### src/rtl/fetch_pkg.sv
// Shared types and sizing for the instruction prefetch stage.
package fetch_pkg;

  localparam int INSTR_BYTES = 4;
  localparam int FIFO_DEPTH  = 4;
  localparam int PTR_W       = $clog2(FIFO_DEPTH);

  typedef struct packed {
    logic [63:0] pc;
    logic [31:0] instr;
  } fetch_entry_t;

endpackage

### src/rtl/fetch_fifo.sv
// Synchronous FIFO of fetched words; flush beats push and pop.
module fetch_fifo
  import fetch_pkg::*;
#(
  parameter int DEPTH = FIFO_DEPTH,
  parameter int AW    = PTR_W,
  localparam int CW   = AW + 1
) (
  input  logic          clk,
  input  logic          rst_i,
  input  logic          flush_i,
  input  logic          push_i,
  input  logic          pop_i,
  input  fetch_entry_t  data_i,
  output fetch_entry_t  head_o,
  output logic [CW-1:0] count_o,
  output logic          full_o,
  output logic          empty_o
);

  fetch_entry_t  mem_q [DEPTH];
  logic [AW-1:0] wr_q, wr_d;
  logic [AW-1:0] rd_q, rd_d;
  logic [CW-1:0] cnt_q, cnt_d;
  logic          do_push;
  logic          do_pop;

  assign empty_o = (cnt_q == '0);
  assign full_o  = (cnt_q == CW'(DEPTH));
  assign count_o = cnt_q;
  assign head_o  = mem_q[rd_q];

  assign do_push = push_i;
  assign do_pop  = pop_i & ~empty_o;

  always_comb begin
    wr_d  = wr_q;
    rd_d  = rd_q;
    cnt_d = cnt_q;
    if (flush_i) begin
      wr_d  = '0;
      rd_d  = '0;
      cnt_d = '0;
    end else begin
      if (do_push) wr_d = wr_q + AW'(1);
      if (do_pop)  rd_d = rd_q + AW'(1);
      cnt_d = cnt_q + CW'(do_push) - CW'(do_pop);
    end
  end

  always_ff @(posedge clk) begin
    if (rst_i) begin
      wr_q  <= '0;
      rd_q  <= '0;
      cnt_q <= '0;
      for (int i = 0; i < DEPTH; i++) mem_q[i] <= '0;
    end else begin
      wr_q  <= wr_d;
      rd_q  <= rd_d;
      cnt_q <= cnt_d;
      if (do_push && !flush_i) mem_q[wr_q] <= data_i;
    end
  end

  a_no_overflow: assert property (
    @(posedge clk) disable iff (rst_i || flush_i)
    push_i |-> !full_o
  );

endmodule

### src/rtl/instr_fetch_buffer.sv
// Prefetch stage: issues word fetches and queues them for LoadIR.
module instr_fetch_buffer
  import fetch_pkg::*;
#(
  parameter int          DEPTH    = FIFO_DEPTH,
  parameter logic [63:0] RESET_PC = 64'h0,
  localparam int         AW       = $clog2(DEPTH),
  localparam int         CW       = AW + 1
) (
  input  logic          clk,
  input  logic          Reset,
  input  logic          redirect,
  input  logic [63:0]   redirect_pc,
  output logic          imem_req,
  output logic [63:0]   imem_addr,
  input  logic [31:0]   imem_data,
  output logic          instr_valid,
  output logic [31:0]   instr,
  output logic [63:0]   instr_pc,
  input  logic          instr_ready,
  output logic [CW-1:0] count,
  output logic          exc_misaligned
);

  logic [63:0]  fetch_pc_q, fetch_pc_d;
  logic [63:0]  req_pc_q, req_pc_d;
  logic         infl_q, infl_d;
  logic         misal_q, misal_d;
  logic [CW:0]  occ;
  logic         full;
  logic         empty;
  logic         push;
  fetch_entry_t wdata;
  fetch_entry_t head;

  // Pops in the same cycle are ignored here on purpose.
  assign occ = {1'b0, count} + (CW+1)'(infl_q);
  assign imem_req = ~Reset & ~redirect & ~misal_q & ~full
                  & (occ < (CW+1)'(DEPTH));
  assign imem_addr = fetch_pc_q;
  assign exc_misaligned = misal_q;

  assign push = infl_q & ~redirect & ~Reset;
  assign wdata.pc = req_pc_q;
  assign wdata.instr = imem_data;

  assign instr_valid = ~empty;
  assign instr = head.instr;
  assign instr_pc = head.pc;

  always_comb begin
    fetch_pc_d = fetch_pc_q;
    req_pc_d   = req_pc_q;
    infl_d     = 1'b0;
    misal_d    = misal_q;
    if (redirect) begin
      fetch_pc_d = redirect_pc;
      misal_d    = (redirect_pc[1:0] != 2'b00);
    end else if (imem_req) begin
      infl_d     = 1'b1;
      req_pc_d   = fetch_pc_q;
      fetch_pc_d = fetch_pc_q + 64'(INSTR_BYTES);
    end
  end

  always_ff @(posedge clk) begin
    if (Reset) begin
      fetch_pc_q <= RESET_PC;
      req_pc_q   <= '0;
      infl_q     <= 1'b0;
      misal_q    <= 1'b0;
    end else begin
      fetch_pc_q <= fetch_pc_d;
      req_pc_q   <= req_pc_d;
      infl_q     <= infl_d;
      misal_q    <= misal_d;
    end
  end

  fetch_fifo #(
    .DEPTH(DEPTH),
    .AW   (AW)
  ) u_fifo (
    .clk    (clk),
    .rst_i  (Reset),
    .flush_i(redirect),
    .push_i (push),
    .pop_i  (instr_ready),
    .data_i (wdata),
    .head_o (head),
    .count_o(count),
    .full_o (full),
    .empty_o(empty)
  );

endmodule

### config.mk
export PLATFORM = sky130hd
export DESIGN_NAME = instr_fetch_buffer
export DESIGN_NICKNAME = d
export VERILOG_FILES = /design/src/rtl/fetch_pkg.sv /design/src/rtl/fetch_fifo.sv /design/src/rtl/instr_fetch_buffer.sv
export SDC_FILE = /design/constraint.sdc
export NUM_CORES = 1
export LEC_CHECK = 0
export CAP_MARGIN = 30
export CORE_MARGIN = 2
export CORE_UTILIZATION = 45
export DETAILED_ROUTE_END_ITERATION = 10
export DONT_BUFFER_PORTS = 1
export GPL_TIMING_DRIVEN = 0
export PLACE_DENSITY = 0.65
export REMOVE_ABC_BUFFERS = 1
export SLEW_MARGIN = 20
export SYNTH_ARGS = -nofsm -noshare
export SYNTH_HDL_FRONTEND = slang
export SYNTH_SLANG_ARGS = --single-unit
### constraint.sdc
create_clock -name clk -period 9.3 [get_ports clk]
set_input_delay 0.93 -clock clk [delete_from_list [all_inputs] [get_ports clk]]
set_output_delay 0.93 -clock clk [all_outputs]
set_load 0.05 [all_outputs]
==> flow_summary.toml <==
[timing]
fin_worst_skew_ps = 21.3
finalHoldViolations = 0
clock.fmax_ghz = 0.201
rsz0062_at_grt = "false"
post-route-period-util_pct = 53.6
fin_tns_setup_ps = 0
final_max_slew_viol_count = 0
slew_headroom_pct = 33.3
finalSetupViolations = 0
worst_pin_slew_ps = 996
fin_crit_ps = 4980

[floorplanning]
start_util_pct = 45.8
pin_count = 266
die_h_um = 230
coreArea_mm2 = 0.0504
dieArea_mm2 = 0.0531
die-width_um = 230
fp-row-count = 82

[synthesis]
syn_area_per_cell_um2 = 12.8
synth_top_family_by_area = "simple AND/OR/NAND/NOR gates"
seq_area_frac_synth_pct = 62.0
synth_edf_count = 384
synthAdderAreaFrac_pct = 0.304
syn_inst = 1803
ys_warn_count = 0
synthSimpleGateAreaFrac_pct = 19.4
synth_xor_area_share_pct = 0.721
synthArstFlopShare_pct = 0
synthMuxAreaShare_pct = 9.59
synth_area_mm2 = 0.0231
synthFlopType = "edfxtp_1"
synth-compound-area-share_pct = 5.22
synth-seq-cells = 523
synth.distinct_cells = 61

[power_and_ir_drop]
total_power_w = 0.00532
power.density_mw_per_mm2 = 202
p_leak_nw = 9.62
ir_drop_mv = 0.118

[setup_path]
crit_type = "flop to primary output"
r2r-start = "infl_q"
crit_fanout = 63
r2r_end = "imem_addr[34]"
cp-end-kind = "primary output"
crit_required_ps = 8370
ff2ff_path_depth = 9
arrival_ps = 4050
critPathLaunchType = "flop"
ff2ff_setup_slack_ps = 5050

[clock_tree]
clock_sinks = 523
cts_max_path_buffers = 3
cts.clk_slew.worst_paths_ps = 60
htree_levels = 2
post_cts_buffers = 0
ctsRootBufferMaster = "clkbuf_16"
cts-resized-gates = 0
cts_buffers = 54
cts_tree = "done"
clk-insertion-delay-late_ps = 600
cts_hold_buf = 0

[worst_hold_path]
min_from = "Reset"
hold_path_class = "input port to flop"
min_to = "req_pc_q[9]"
whs_path_depth = 1

[global_routing]
grt_overflow_total = 0
grt_pass1_vias = 15100
grt_pass1_wl_um = 98500
grt.total_usage_pct = 25.1
grt_max_degree = 135
antenna_found_initial = 6

[route]
drt_wl_total_um = 67400
via_count = 15300
post_drt_wl_per_cell_um = 27.1
via_per_inst = 6.15
drt.antenna.violating_nets = 0
drc_errors = 0
drt_iter0_drc = 1503
drtPass1Iterations = 5

[status]
status = "finished, final reports clean"

[layout]
fill_cells = 4294
area_growth_pct = 14.0
final_nets = 1874
finish.utilization_pct = 52.2
drive_gt1_share_pct = 15.0

[placed_design]
hpwl_um = 43800
portBuffers = 0
globalplace.congestion = 0.784

[flow_run]
drv_cap = 0
[placed cells by master, fill, tap and decap left out, types with 21 or more instances in the layout]
| master | synthesis | final |
|---|---|---|
| a21oi_1 | 72 | 72 |
| a31oi_1 | 21 | 21 |
| and2_1 | 202 | 202 |
| and3_1 | 200 | 200 |
| clkbuf_16 | 0 | 57 |
| dfxtp_1 | 139 | 134 |
| edfxtp_1 | 384 | 384 |
| mux4_2 | 96 | 96 |
| nand2_1 | 188 | 187 |
| nand3_1 | 33 | 33 |
| nand4_1 | 23 | 23 |
| nor2_1 | 60 | 57 |
| nor4_1 | 21 | 21 |
| or4_1 | 23 | 23 |
[worst max-delay path, stage by stage (launching register included)]
cell and delay (ps):
dfxtp_4 850, buf_12 310, nand4_1 150, o221ai_1 770, nand2_4 530, buf_16 380
inv_6 340
[worst max-delay path by stage]
stage | start | end
floorplan | Reset | u_fifo.mem_q[3][0]
global placement | Reset | u_fifo.mem_q[3][23]
detailed placement | Reset | u_fifo.mem_q[2][26]
CTS | infl_q | imem_req
global route | infl_q | imem_req
finish | infl_q | imem_req
[per-layer routing]
layer  up-vias  part of all wire, %  GRT usage (%)  wire [um]
met3       105                   10           7.67       7050
met5         -                0.070              0         47
met4         8                  2.0           6.21       1370
met1      7713                   40           33.4      27300
li1       6736                    -              -          -
met2       756                   47           40.2      31700
[logic make-up (layout without fill, tap and decap cells)]
group | count (synthesis) | in the layout
and+or+nand+nor | 805 | 805
buffers and inverters | 168 | 180
muxes | 101 | 101
adders and majority gates | 5 | 5
xor gates and xnor gates | 19 | 19
AOI/OAI and AO/OA | 182 | 182
other | 0 | 3
DFF | 523 | 523
[state kept, by name, summed over array words and instances, names as in the netlist, named ones only]
register        flops
u_fifo.mem_q      384
imem_addr          64
req_pc_q           64
u_fifo.count_o      3
u_fifo.rd_q         2
u_fifo.wr_q         2
exc_misaligned      1
infl_q              1
[stage by stage]
stage                     cells  instance area (um^2)  hold WS, ps  setup slack (ps)
final                      2490                 26300          401              4320
after global routing       2488                 26300          377              4050
after CTS                  2486                 26300          378              4200
after detailed placement   2384                 24400          471              4720
after global placement     2328                 23400          462            -22660
after floorplan            1656                 22500          451              -245
[cell type report]
| type | instances | area (um^2) | share of cell area [%] |
|---|---|---|---|
| clock inverters | 26 | 290 | 1.10 |
| multi-input cells | 1112 | 8170 | 31.1 |
| clock buffers | 76 | 1570 | 5.96 |
| flip-flops and latches | 523 | 14300 | 54.5 |
| repair buffers | 57 | 1000 | 3.81 |
| inverters | 21 | 88.8 | 0.338 |
| diodes | 3 | 7.51 | 0.0285 |
| well taps | 672 | 841 | 3.20 |
[synthesized netlist by cell type (7+ instances only)]
library cell	instances	share of area, %
nor2_1	60	0.98
or3_1	14	0.38
nand4_1	23	0.62
edfxtp_1	384	50
nand2_1	188	3.1
and2_1	202	5.5
a21oi_1	72	1.6
or2_2	7	0.19
a211oi_1	16	0.52
a311oi_1	13	0.49
inv_1	19	0.31
o211ai_1	7	0.23
or4_1	23	0.75
o311ai_0	13	0.49
mux4_2	96	9.4
nor4_1	21	0.57
xnor2_1	14	0.53
nor3_1	11	0.24
o31ai_1	13	0.42
and3_1	200	5.4
clkbuf_1	130	2.1
dfxtp_1	139	12
buf_1	13	0.21
nand3_1	33	0.72
a31oi_1	21	0.57
[power breakdown]
group | total, W | internal [W] | switching [W]
sequential | 0.00273 | 0.00259 | 0.000143
clock | 0.00226 | 0.00134 | 0.000917
combinational | 0.000326 | 0.0000941 | 0.000232
No activity file was read; power rests on OpenSTA's default activity.
